**config.mk**
```make
export PLATFORM = sky130hd
export DESIGN_NAME = trig_scheduler_flat
export DESIGN_NICKNAME = d
export VERILOG_FILES = /design/src/rtl/trig_scheduler_if.sv /design/src/rtl/trig_scheduler.sv /design/src/flat_wrapper.sv
export SDC_FILE = /design/constraint.sdc
export NUM_CORES = 1
export LEC_CHECK = 0
export CELL_PAD_IN_SITES_DETAIL_PLACEMENT = 0
export CELL_PAD_IN_SITES_GLOBAL_PLACEMENT = 1
export CORE_ASPECT_RATIO = 0.7
export CORE_MARGIN = 2
export CORE_UTILIZATION = 47
export DETAILED_ROUTE_END_ITERATION = 8
export HOLD_SLACK_MARGIN = 0.05
export MAX_ROUTING_LAYER = met4
export PLACE_DENSITY_LB_ADDON = 0.15
export SKIP_CTS_REPAIR_TIMING = 1
export SLEW_MARGIN = 40
export SYNTH_ARGS = -nofsm -noshare
export SYNTH_HDL_FRONTEND = slang
export SYNTH_SLANG_ARGS = --single-unit
```
**constraint.sdc**
```tcl
create_clock -name clk -period 3.2 [get_ports clk]
set_input_delay 0.32 -clock clk [delete_from_list [all_inputs] [get_ports clk]]
set_output_delay 0.32 -clock clk [all_outputs]
set_load 0.05 [all_outputs]
```
**src/rtl/trig_scheduler_if.sv**
```systemverilog
// Trigger request/grant bundle between the requesters and trig_scheduler.
// The scheduler uses the slave modport. The requester side or the bench uses the master modport.
interface trig_scheduler_if #(
    parameter int SRC_W = 2
);
    localparam int NSRC = 2 ** SRC_W;

    logic             in_live;
    logic [NSRC-1:0]  req;
    logic             trig_out;
    logic [SRC_W-1:0] trig_src;
    logic             busy;
    logic [NSRC-1:0]  pend;

    modport master (
        output in_live, req,
        input  trig_out, trig_src, busy, pend
    );

    modport slave (
        input  in_live, req,
        output trig_out, trig_src, busy, pend
    );
endinterface

```
**src/rtl/trig_scheduler.sv**
```systemverilog
// Shares one trigger output among NSRC requesters, using fixed or round-robin priority and a programmable dead time.
// Optional: define TRIG_SCHED_VETO_EN to add the veto input and the veto_cnt output.
module trig_scheduler #(
    parameter int SRC_W = 2,
    parameter int GAP_W = 20,
    parameter int CNT_W = 32
) (
    input  logic                    clk,
    input  logic                    rst_n,
    trig_scheduler_if.slave         bus,
    input  logic [(2**SRC_W)-1:0]   user_ena,
    input  logic                    user_rr,
    input  logic [GAP_W-1:0]        user_deadtime,
    input  logic                    cnt_clr,
    input  logic [SRC_W-1:0]        cnt_sel,
`ifdef TRIG_SCHED_VETO_EN
    input  logic                    veto,
    output logic [CNT_W-1:0]        veto_cnt,
`endif
    output logic [CNT_W-1:0]        acc_cnt,
    output logic [CNT_W-1:0]        lost_cnt
);
    localparam int NSRC = 2 ** SRC_W;

    typedef enum logic [0:0] {
        ST_IDLE = 1'b0,
        ST_DEAD = 1'b1
    } state_t;

    state_t           state_r;
    logic [GAP_W-1:0] dcnt_r;
    logic [SRC_W-1:0] rr_ptr_r;
    logic             trig_out_r;
    logic [SRC_W-1:0] trig_src_r;
    logic             busy_r;
    logic [NSRC-1:0]  pend_r;
    logic [CNT_W-1:0] acc_r  [NSRC];
    logic [CNT_W-1:0] lost_r [NSRC];

    logic [NSRC-1:0]  elig_s;
    logic [NSRC-1:0]  set_s;
    logic [NSRC-1:0]  grant_vec_s;
    logic [NSRC-1:0]  lost_inc_s;
    logic [NSRC-1:0]  pend_nxt_s;
    logic [SRC_W-1:0] winner_s;
    logic             grant_s;
    logic             veto_s;

    function automatic logic [CNT_W-1:0] sat_inc(input logic [CNT_W-1:0] v);
        logic [CNT_W-1:0] r;
        if (v == {CNT_W{1'b1}}) begin
            r = v;
        end else begin
            r = v + CNT_W'(1);
        end
        return r;
    endfunction

    function automatic logic [SRC_W-1:0] pick_fixed(input logic [NSRC-1:0] v);
        logic [SRC_W-1:0] w;
        w = '0;
        for (int i = NSRC - 1; i >= 0; i--) begin
            if (v[i]) begin
                w = SRC_W'(i);
            end else begin
                w = w;
            end
        end
        return w;
    endfunction

    // Search starts just above the last winner and wraps naturally through the SRC_W-bit index.
    function automatic logic [SRC_W-1:0] pick_rr(input logic [NSRC-1:0] v,
                                                 input logic [SRC_W-1:0] ptr);
        logic [SRC_W-1:0] w;
        logic [SRC_W-1:0] idx;
        logic             found;
        w     = '0;
        found = 1'b0;
        for (int k = 1; k <= NSRC; k++) begin
            idx = ptr + SRC_W'(k);
            if (!found && v[idx]) begin
                w     = idx;
                found = 1'b1;
            end else begin
                w     = w;
                found = found;
            end
        end
        return w;
    endfunction

`ifdef TRIG_SCHED_VETO_EN
    assign veto_s = veto;
`else
    assign veto_s = 1'b0;
`endif

    // Arbitration: eligibility, the winner, and the grant decision.
    always_comb begin
        elig_s   = pend_r & user_ena;
        winner_s = user_rr ? pick_rr(elig_s, rr_ptr_r) : pick_fixed(elig_s);
        grant_s  = (state_r == ST_IDLE) && bus.in_live && (elig_s != '0) && !veto_s;
        for (int i = 0; i < NSRC; i++) begin
            grant_vec_s[i] = grant_s && (winner_s == SRC_W'(i));
        end
    end

    // Pending-latch update. A new request beats a grant of the same bit.
    always_comb begin
        set_s      = bus.req & user_ena & {NSRC{bus.in_live}};
        lost_inc_s = set_s & pend_r & ~grant_vec_s;
        if (bus.in_live) begin
            pend_nxt_s = (set_s | (pend_r & ~grant_vec_s)) & user_ena;
        end else begin
            pend_nxt_s = '0;
        end
    end

    // Scheduler FSM, including the dead-time counter and the registered trigger outputs.
    always_ff @(posedge clk or negedge rst_n) begin
        if (!rst_n) begin
            state_r    <= ST_IDLE;
            dcnt_r     <= '0;
            rr_ptr_r   <= '0;
            trig_out_r <= 1'b0;
            trig_src_r <= '0;
            busy_r     <= 1'b0;
            pend_r     <= '0;
        end else if (!bus.in_live) begin
            state_r    <= ST_IDLE;
            dcnt_r     <= '0;
            trig_out_r <= 1'b0;
            busy_r     <= 1'b0;
            pend_r     <= '0;
        end else begin
            pend_r <= pend_nxt_s;
            case (state_r)
                ST_IDLE: begin
                    if (grant_s) begin
                        trig_out_r <= 1'b1;
                        trig_src_r <= winner_s;
                        rr_ptr_r   <= winner_s;
                        dcnt_r     <= user_deadtime;
                        state_r    <= ST_DEAD;
                        busy_r     <= 1'b1;
                    end else begin
                        trig_out_r <= 1'b0;
                        busy_r     <= 1'b0;
                    end
                end
                ST_DEAD: begin
                    trig_out_r <= 1'b0;
                    if (dcnt_r == '0) begin
                        state_r <= ST_IDLE;
                        busy_r  <= 1'b0;
                    end else begin
                        dcnt_r  <= dcnt_r - GAP_W'(1);
                        busy_r  <= 1'b1;
                    end
                end
                default: begin
                    state_r    <= ST_IDLE;
                    trig_out_r <= 1'b0;
                    busy_r     <= 1'b0;
                end
            endcase
        end
    end

    // Per-source accepted and lost counters. They saturate, and a clear takes priority over an increment.
    always_ff @(posedge clk or negedge rst_n) begin
        if (!rst_n) begin
            for (int i = 0; i < NSRC; i++) begin
                acc_r[i]  <= '0;
                lost_r[i] <= '0;
            end
        end else if (cnt_clr) begin
            for (int i = 0; i < NSRC; i++) begin
                acc_r[i]  <= '0;
                lost_r[i] <= '0;
            end
        end else begin
            for (int i = 0; i < NSRC; i++) begin
                if (grant_vec_s[i]) begin
                    acc_r[i] <= sat_inc(acc_r[i]);
                end else begin
                    acc_r[i] <= acc_r[i];
                end
                if (lost_inc_s[i]) begin
                    lost_r[i] <= sat_inc(lost_r[i]);
                end else begin
                    lost_r[i] <= lost_r[i];
                end
            end
        end
    end

`ifdef TRIG_SCHED_VETO_EN
    logic [CNT_W-1:0] veto_cnt_r;

    // Count the IDLE cycles in which a ready grant was held off by veto.
    always_ff @(posedge clk or negedge rst_n) begin
        if (!rst_n) begin
            veto_cnt_r <= '0;
        end else if (cnt_clr) begin
            veto_cnt_r <= '0;
        end else if (veto && bus.in_live && (elig_s != '0) && (state_r == ST_IDLE)) begin
            veto_cnt_r <= sat_inc(veto_cnt_r);
        end else begin
            veto_cnt_r <= veto_cnt_r;
        end
    end

    assign veto_cnt = veto_cnt_r;
`endif

    assign bus.trig_out = trig_out_r;
    assign bus.trig_src = trig_src_r;
    assign bus.busy     = busy_r;
    assign bus.pend     = pend_r;
    assign acc_cnt      = acc_r[cnt_sel];
    assign lost_cnt     = lost_r[cnt_sel];
endmodule

```
**src/flat_wrapper.sv**
```systemverilog
// flat-port wrapper written by rule: the top's interface ports become plain ports
module trig_scheduler_flat 
#(
    parameter int SRC_W = 2,
    parameter int GAP_W = 20,
    parameter int CNT_W = 32
)
  (clk, rst_n, user_ena, user_rr, user_deadtime, cnt_clr, cnt_sel, acc_cnt, lost_cnt, bus_in_live, bus_req, bus_trig_out, bus_trig_src, bus_busy, bus_pend);
  trig_scheduler_if #(.SRC_W(SRC_W)) bus_i ();
  input  logic clk;
  input  logic rst_n;
  input  logic [(2**SRC_W)-1:0] user_ena;
  input  logic user_rr;
  input  logic [GAP_W-1:0] user_deadtime;
  input  logic cnt_clr;
  input  logic [SRC_W-1:0] cnt_sel;
  output logic [CNT_W-1:0] acc_cnt;
  output logic [CNT_W-1:0] lost_cnt;
  input wire logic [$bits(bus_i.in_live)-1:0] bus_in_live;
  input wire logic [$bits(bus_i.req)-1:0] bus_req;
  output wire logic [$bits(bus_i.trig_out)-1:0] bus_trig_out;
  output wire logic [$bits(bus_i.trig_src)-1:0] bus_trig_src;
  output wire logic [$bits(bus_i.busy)-1:0] bus_busy;
  output wire logic [$bits(bus_i.pend)-1:0] bus_pend;
  assign bus_i.in_live = bus_in_live;
  assign bus_i.req = bus_req;
  assign bus_trig_out = bus_i.trig_out;
  assign bus_trig_src = bus_i.trig_src;
  assign bus_busy = bus_i.busy;
  assign bus_pend = bus_i.pend;
  trig_scheduler #(.SRC_W(SRC_W), .GAP_W(GAP_W), .CNT_W(CNT_W)) u_core (.clk(clk), .rst_n(rst_n), .bus(bus_i), .user_ena(user_ena), .user_rr(user_rr), .user_deadtime(user_deadtime), .cnt_clr(cnt_clr), .cnt_sel(cnt_sel), .acc_cnt(acc_cnt), .lost_cnt(lost_cnt));
endmodule
```
---- After elaboration in Yosys (flattened, before gate mapping) ----
Index checks and enable logic that the tools add are counted.
storage, ports and cells
  logic and storage cells ................. 150
  register bits ........................... 284
  output and inout port bits .............. 72
  input bits .............................. 35
cells by class
  muxes and demuxes ....................... 55
  magnitude comparators ................... 5
  eq/ne operators ......................... 21
  add/subtract/negate cells ............... 12
  reductions and logical operators ........ 33
  bitwise gates (word level) .............. 11
operators by type and width
  cell                   count
  $mux 32                20
  $add 32x1->32 const B  8
  $eq 32x32->1 const B   8
  $mux 128               2
  $bmux 32 s2            2
  $mux 20                3
  $pmux 20 s2            1
  $and 4x4->4            7
  $logic_not 20->1       1
  $sub 20x1->20 const B  1
  $mux 2                 9
  $reduce_and 2->1       9
  $ne 2x2->1 const B     8
  $reduce_bool 2->1      8
  $lt 2x3->1 const B     4
  $mux 1                 11
  $logic_and 1x1->1      9
  $bmux 1 s2             4
  $add 2x2->2 const B    2
  $eq 2x2->1 const B     2
  $mux 4                 1
  $not 4->4              1
  $or 4x4->4             1
  $pmux 1 s2             2
  11 further kinds       13

---- Logic depth before layout (Yosys ltp) ----
  word-level depth ........................ 21
  depth in mapped cells ................... 11
  depth with buffers taken out ............ 9

---- Worst setup path before layout ----
OpenSTA, ideal clock, no wires.
  path type ............................... register to register
  start ................................... register u_core.pend_r[3], in the netlist u_core.bus.pend[3]
  end ..................................... register u_core.acc_r[123] in the netlist's numbering
  arrival ................................. 2771 ps
  setup slack ............................. 351 ps
  period minus slack after synthesis ...... 2849 ps
  path buffers ............................ 1
  stages on the path, launching flop included .. 9
  library setup time ...................... 78 ps
  required time ........................... 3122 ps
  cells stage by stage .................... dfrtp_1 > and2_1 > buf_2 > a311o_1 > a22oi_4 > nand4_1 > or4_4 > or3_1 > a21oi_1
between the ends
  word-level cells in the longest chain between the ends .. 18
  elaborated cells between the ends (all ways) .. 33
  classes of those cells .................. mux: 20; bitwise: 1; reduce/logical: 12
RTL lines
  what                                  line                   source
  from (decl)                           trig_scheduler.sv:36   logic [NSRC-1:0] pend_r;
  from (signal assigned)                trig_scheduler.sv:137  pend_r <= pend_nxt_s;
  $and 4x4->4 *                         trig_scheduler.sv:101  elig_s = pend_r & user_ena;
  $bmux 1 s2                            trig_scheduler.sv:82   if (!found && v[idx]) begin
  $mux 1 (not written as such)          trig_scheduler.sv:82
  $mux 1                                trig_scheduler.sv:82
  $logic_not 1->1                       trig_scheduler.sv:82
  $logic_and 1x1->1                     trig_scheduler.sv:82
  $mux 1                                trig_scheduler.sv:82
  $logic_not 1->1                       trig_scheduler.sv:82
  (+2 left out)                         n/a
  $logic_not 1->1                       trig_scheduler.sv:82
  $logic_and 1x1->1                     trig_scheduler.sv:82
  $mux 2                                trig_scheduler.sv:82
  $mux 2                                trig_scheduler.sv:102  winner_s = user_rr ? pick_rr(elig_s, rr_ptr_r) : pick_fixed(elig_s);
  $logic_not 2->1                       trig_scheduler.sv:105  grant_vec_s[i] = grant_s && (winner_s == SRC_W'(i));
  $logic_and 1x1->1 *                   trig_scheduler.sv:105
  $reduce_bool 2->1 (no source line) *  n/a
  $reduce_and 2->1 (no source line) *   n/a
  to (signal, indexed assignment)       trig_scheduler.sv:186  acc_r[i] <= sat_inc(acc_r[i]);
  to (signal, indexed assignment)       trig_scheduler.sv:188  acc_r[i] <= acc_r[i];
  to (decl)                             trig_scheduler.sv:37   logic [CNT_W-1:0] acc_r [NSRC];
Mark *: on every way between the ends. The rest lies on a longest branch, timed or not. The select of a mux whose other input is x is not followed.
A chain may end at the register's enable or synchronous reset.

---- Final worst setup path ----
  start ................................... register u_core.dcnt_r[0]
  end ..................................... register u_core.dcnt_r[14]
between the ends
  word-level cells in the longest chain between the ends .. 4
  elaborated cells between the ends (all ways) .. 7
  classes of those cells .................. add/sub: 1; eq/ne: 1; mux: 3; reduce/logical: 2
RTL lines
  what                    line                   source
  from (decl)             trig_scheduler.sv:31   logic [GAP_W-1:0] dcnt_r;
  from (signal assigned)  trig_scheduler.sv:144  dcnt_r <= user_deadtime;
  from (signal assigned)  trig_scheduler.sv:158  dcnt_r <= dcnt_r - GAP_W'(1);
  $sub 20x1->20           trig_scheduler.sv:158
  $mux 20                 trig_scheduler.sv:154  if (dcnt_r == '0) begin
  $pmux 20 s2             trig_scheduler.sv:138  case (state_r)
  $mux 20                 trig_scheduler.sv:130  end else if (!bus.in_live) begin
Several ways; a longest one is shown, not always the timed one. The select of a mux whose other input is x is not followed.

==> reports/metrics.yaml <==
status: "finished, final reports clean"
cts.htree.levels: 1
maxCapViolCount: 0
power_switching_share: 0.257
syn2layout_area_growth_pct: 17.8
max_freq_mhz: 323
hpwl_um: 37200
port_buffers: 106
start_util: 0.474
syn_inst: 1824
cts_max_path_buffers: 3
p_comb_frac: 0.094
cp_num_buf_inv: 1
place_congestion: 0.897
synth_cell_types: 69
p_switching_uw: 2050
cellPowerDensity_nw_per_um2: 400
final_cell_mix: "dfrtp_1 (284), nor2_1 (256), nand3_1 (120)"
clk_pin_slew_ps: 70
drtIter0Drc: 1576
async_flop_share: 1.00
antenna_found_initial: 0
clk_latency_ps: 590
fin_skew_ps: 21.2
critPathArrivalTime_ps: 3550
critPathLaunchType: "flip-flop"
cts.sinks: 284
avgSynthCellArea_um2: 9.28
power.leakage_uw: 0.00770
drc_errors: 0
wl_um: 51400
syn_area_um2: 16900
track_usage: 0.285
criticalPathCategory: "flip-flop to flip-flop"
num_io_pins: 107
grt_pass1_vias: 13800
p_int_uw: 5920
core_area_um2: 35700
yosysWarnings: 0
cts_tree: "built"
layout_commonest_cell: "dfrtp_1"
die_y_um: 163
viasPerCell: 6.11
grt_pass1_wl_um: 81600
finalInstanceArea_um2: 19900
gr-total-overflow: 0
pwr-share-seq: 0.463
wl_per_cell_um: 21.1
dieArea_um2: 37600
finalCritPeriodShare: 0.966
slowest_stage: "or3b_2"
period_minus_slack_ps: 3090
finalPower_uw: 7970
ant_nets: 0
hp-class: "primary input to flip-flop"
place_area_um2: 18900
dr_total_vias: 14800
grt_max_degree: 75
numCtsBuffers: 31
synth_edf_count: 0
hold_viol_final: 0
relSlewSlack: 0.398
synthFlopType: "dfrtp_1"
final_layout_size_suffix_gt1_frac: 0.105
drv_slew: 0
synthesis.nets: 1868
cp_top_family: "simple AND/OR/NAND/NOR gates"
worstPathCellList: "inv_1 > ha_1 > or3b_2 > or3_1 > or4_1 > nor2_2 > a31o_4 > a21oi_1 > o221a_2"
firstDrtPassIters: 5
num_antenna_cells: 0
root_buffer: "clkbuf_16"
worstPathRequired_ps: 3660
post-route-util: 0.559
endpoint_kind: "flip-flop"
cpPeakStageDelay_ps: 490
seq_area_frac_synth: 0.420
die_w_um: 231
ys_ff_latch: 284
path_max_fanout: 14
tightest_slew_ps: 900
setup_viol: 0
final.setup.tns_ps: 0
vdd_drop_max_mv: 0.382
nNetsFinal: 1972
pwr-share-clk: 0.442
rows: 58
## power by group through the flow
stage,logic [uW],clock network (uW),registers [uW]
after floorplan,386,0,3770
after global placement,738,0,3750
after detailed placement,744,0,3760
after CTS,746,3570,3690
after global routing,831,3730,3700
final,751,3530,3690
## worst paths after layout
check                                           endpoint  slack (ps)                     startpoint  cells after the start
max                        u_core.dcnt_r[14]$_DFFE_PN0P_         110   u_core.dcnt_r[0]$_DFFE_PN0P_                      9
min                        u_core.lost_r[75]$_DFFE_PN0P_         250                        cnt_clr                      2
max reg2reg                u_core.dcnt_r[14]$_DFFE_PN0P_         110   u_core.dcnt_r[0]$_DFFE_PN0P_                      9
min reg2reg                u_core.dcnt_r[17]$_DFFE_PN0P_         530  u_core.dcnt_r[17]$_DFFE_PN0P_                      2
max in group asynchronous  u_core.lost_r[56]$_DFFE_PN0P_        2040                          rst_n                      3
min in group asynchronous   u_core.dcnt_r[0]$_DFFE_PN0P_         310                          rst_n                      2
## routing by layer
layer,share of wire,global-route usage,vias to the layer above
met3,0.078,0.0518,60
met1,0.50,0.450,7419
met5,0,-,-
met2,0.40,0.376,472
met4,0.019,0.0540,0
li1,-,-,6879
## cells in the mapped netlist (10+ instances only)
cell type  count  area [um2]
o21ai_0       69         345
nor2_1       257         965
xor2_1        72         631
a21oi_1       85         425
inv_1         24        90.1
o31ai_1       14         105
mux4_2        64        1440
and3_1        59         369
nand4_1      106         663
clkbuf_1      95         357
nor4_1        31         194
dfrtp_1      284        7110
nand2_1      104         390
xnor2_1      114         998
or4_1         19         143
buf_1         10        37.5
nor2b_1       12        75.1
or3_1         53         332
nand3_1      120         601
nor3_1        93         465
and4_1        21         184
and2_1        13        81.3
## cells by family (layout without fill, tap and decap cells)
group	after synthesis	count (layout)	share of synthesized area
xor gates and xnor gates	186	186	0.0962
adders and majority gates	9	9	0.00665
AOI/OAI and AO/OA	219	219	0.0772
buffers and inverters	134	258	0.0301
DFF	284	284	0.420
and+or+nand+nor	920	920	0.280
muxes	72	72	0.0901
## flip-flops by register name, indices dropped and copies added, names as in the netlist
register	count
u_core.acc_r	128
u_core.bus.busy	1
u_core.bus.pend	4
u_core.bus.trig_out	1
u_core.bus.trig_src	2
u_core.dcnt_r	20
u_core.lost_r	128
## per-stage QoR
stage	instances	setup WS [ps]	hold slack (ps)
finish	2428	107	250
global route	2428	-20.8	272
CTS	2427	74.7	-270
detailed placement	2374	75.2	348
global placement	2374	112	348
floorplan	1824	351	24.4
## final cells by class
| type | instances | area (um2) |
|---|---|---|
| Sequential cell | 284 | 7110 |
| Timing Repair Buffer | 181 | 1800 |
| Tap cell | 480 | 601 |
| Clock buffer | 48 | 910 |
| Inverter | 24 | 90.1 |
| Fill cell | 3271 | 15800 |
| Multi-Input combinational cell | 1406 | 9380 |
| Clock inverter | 5 | 53.8 |
No activity file was read; power rests on OpenSTA's default activity.
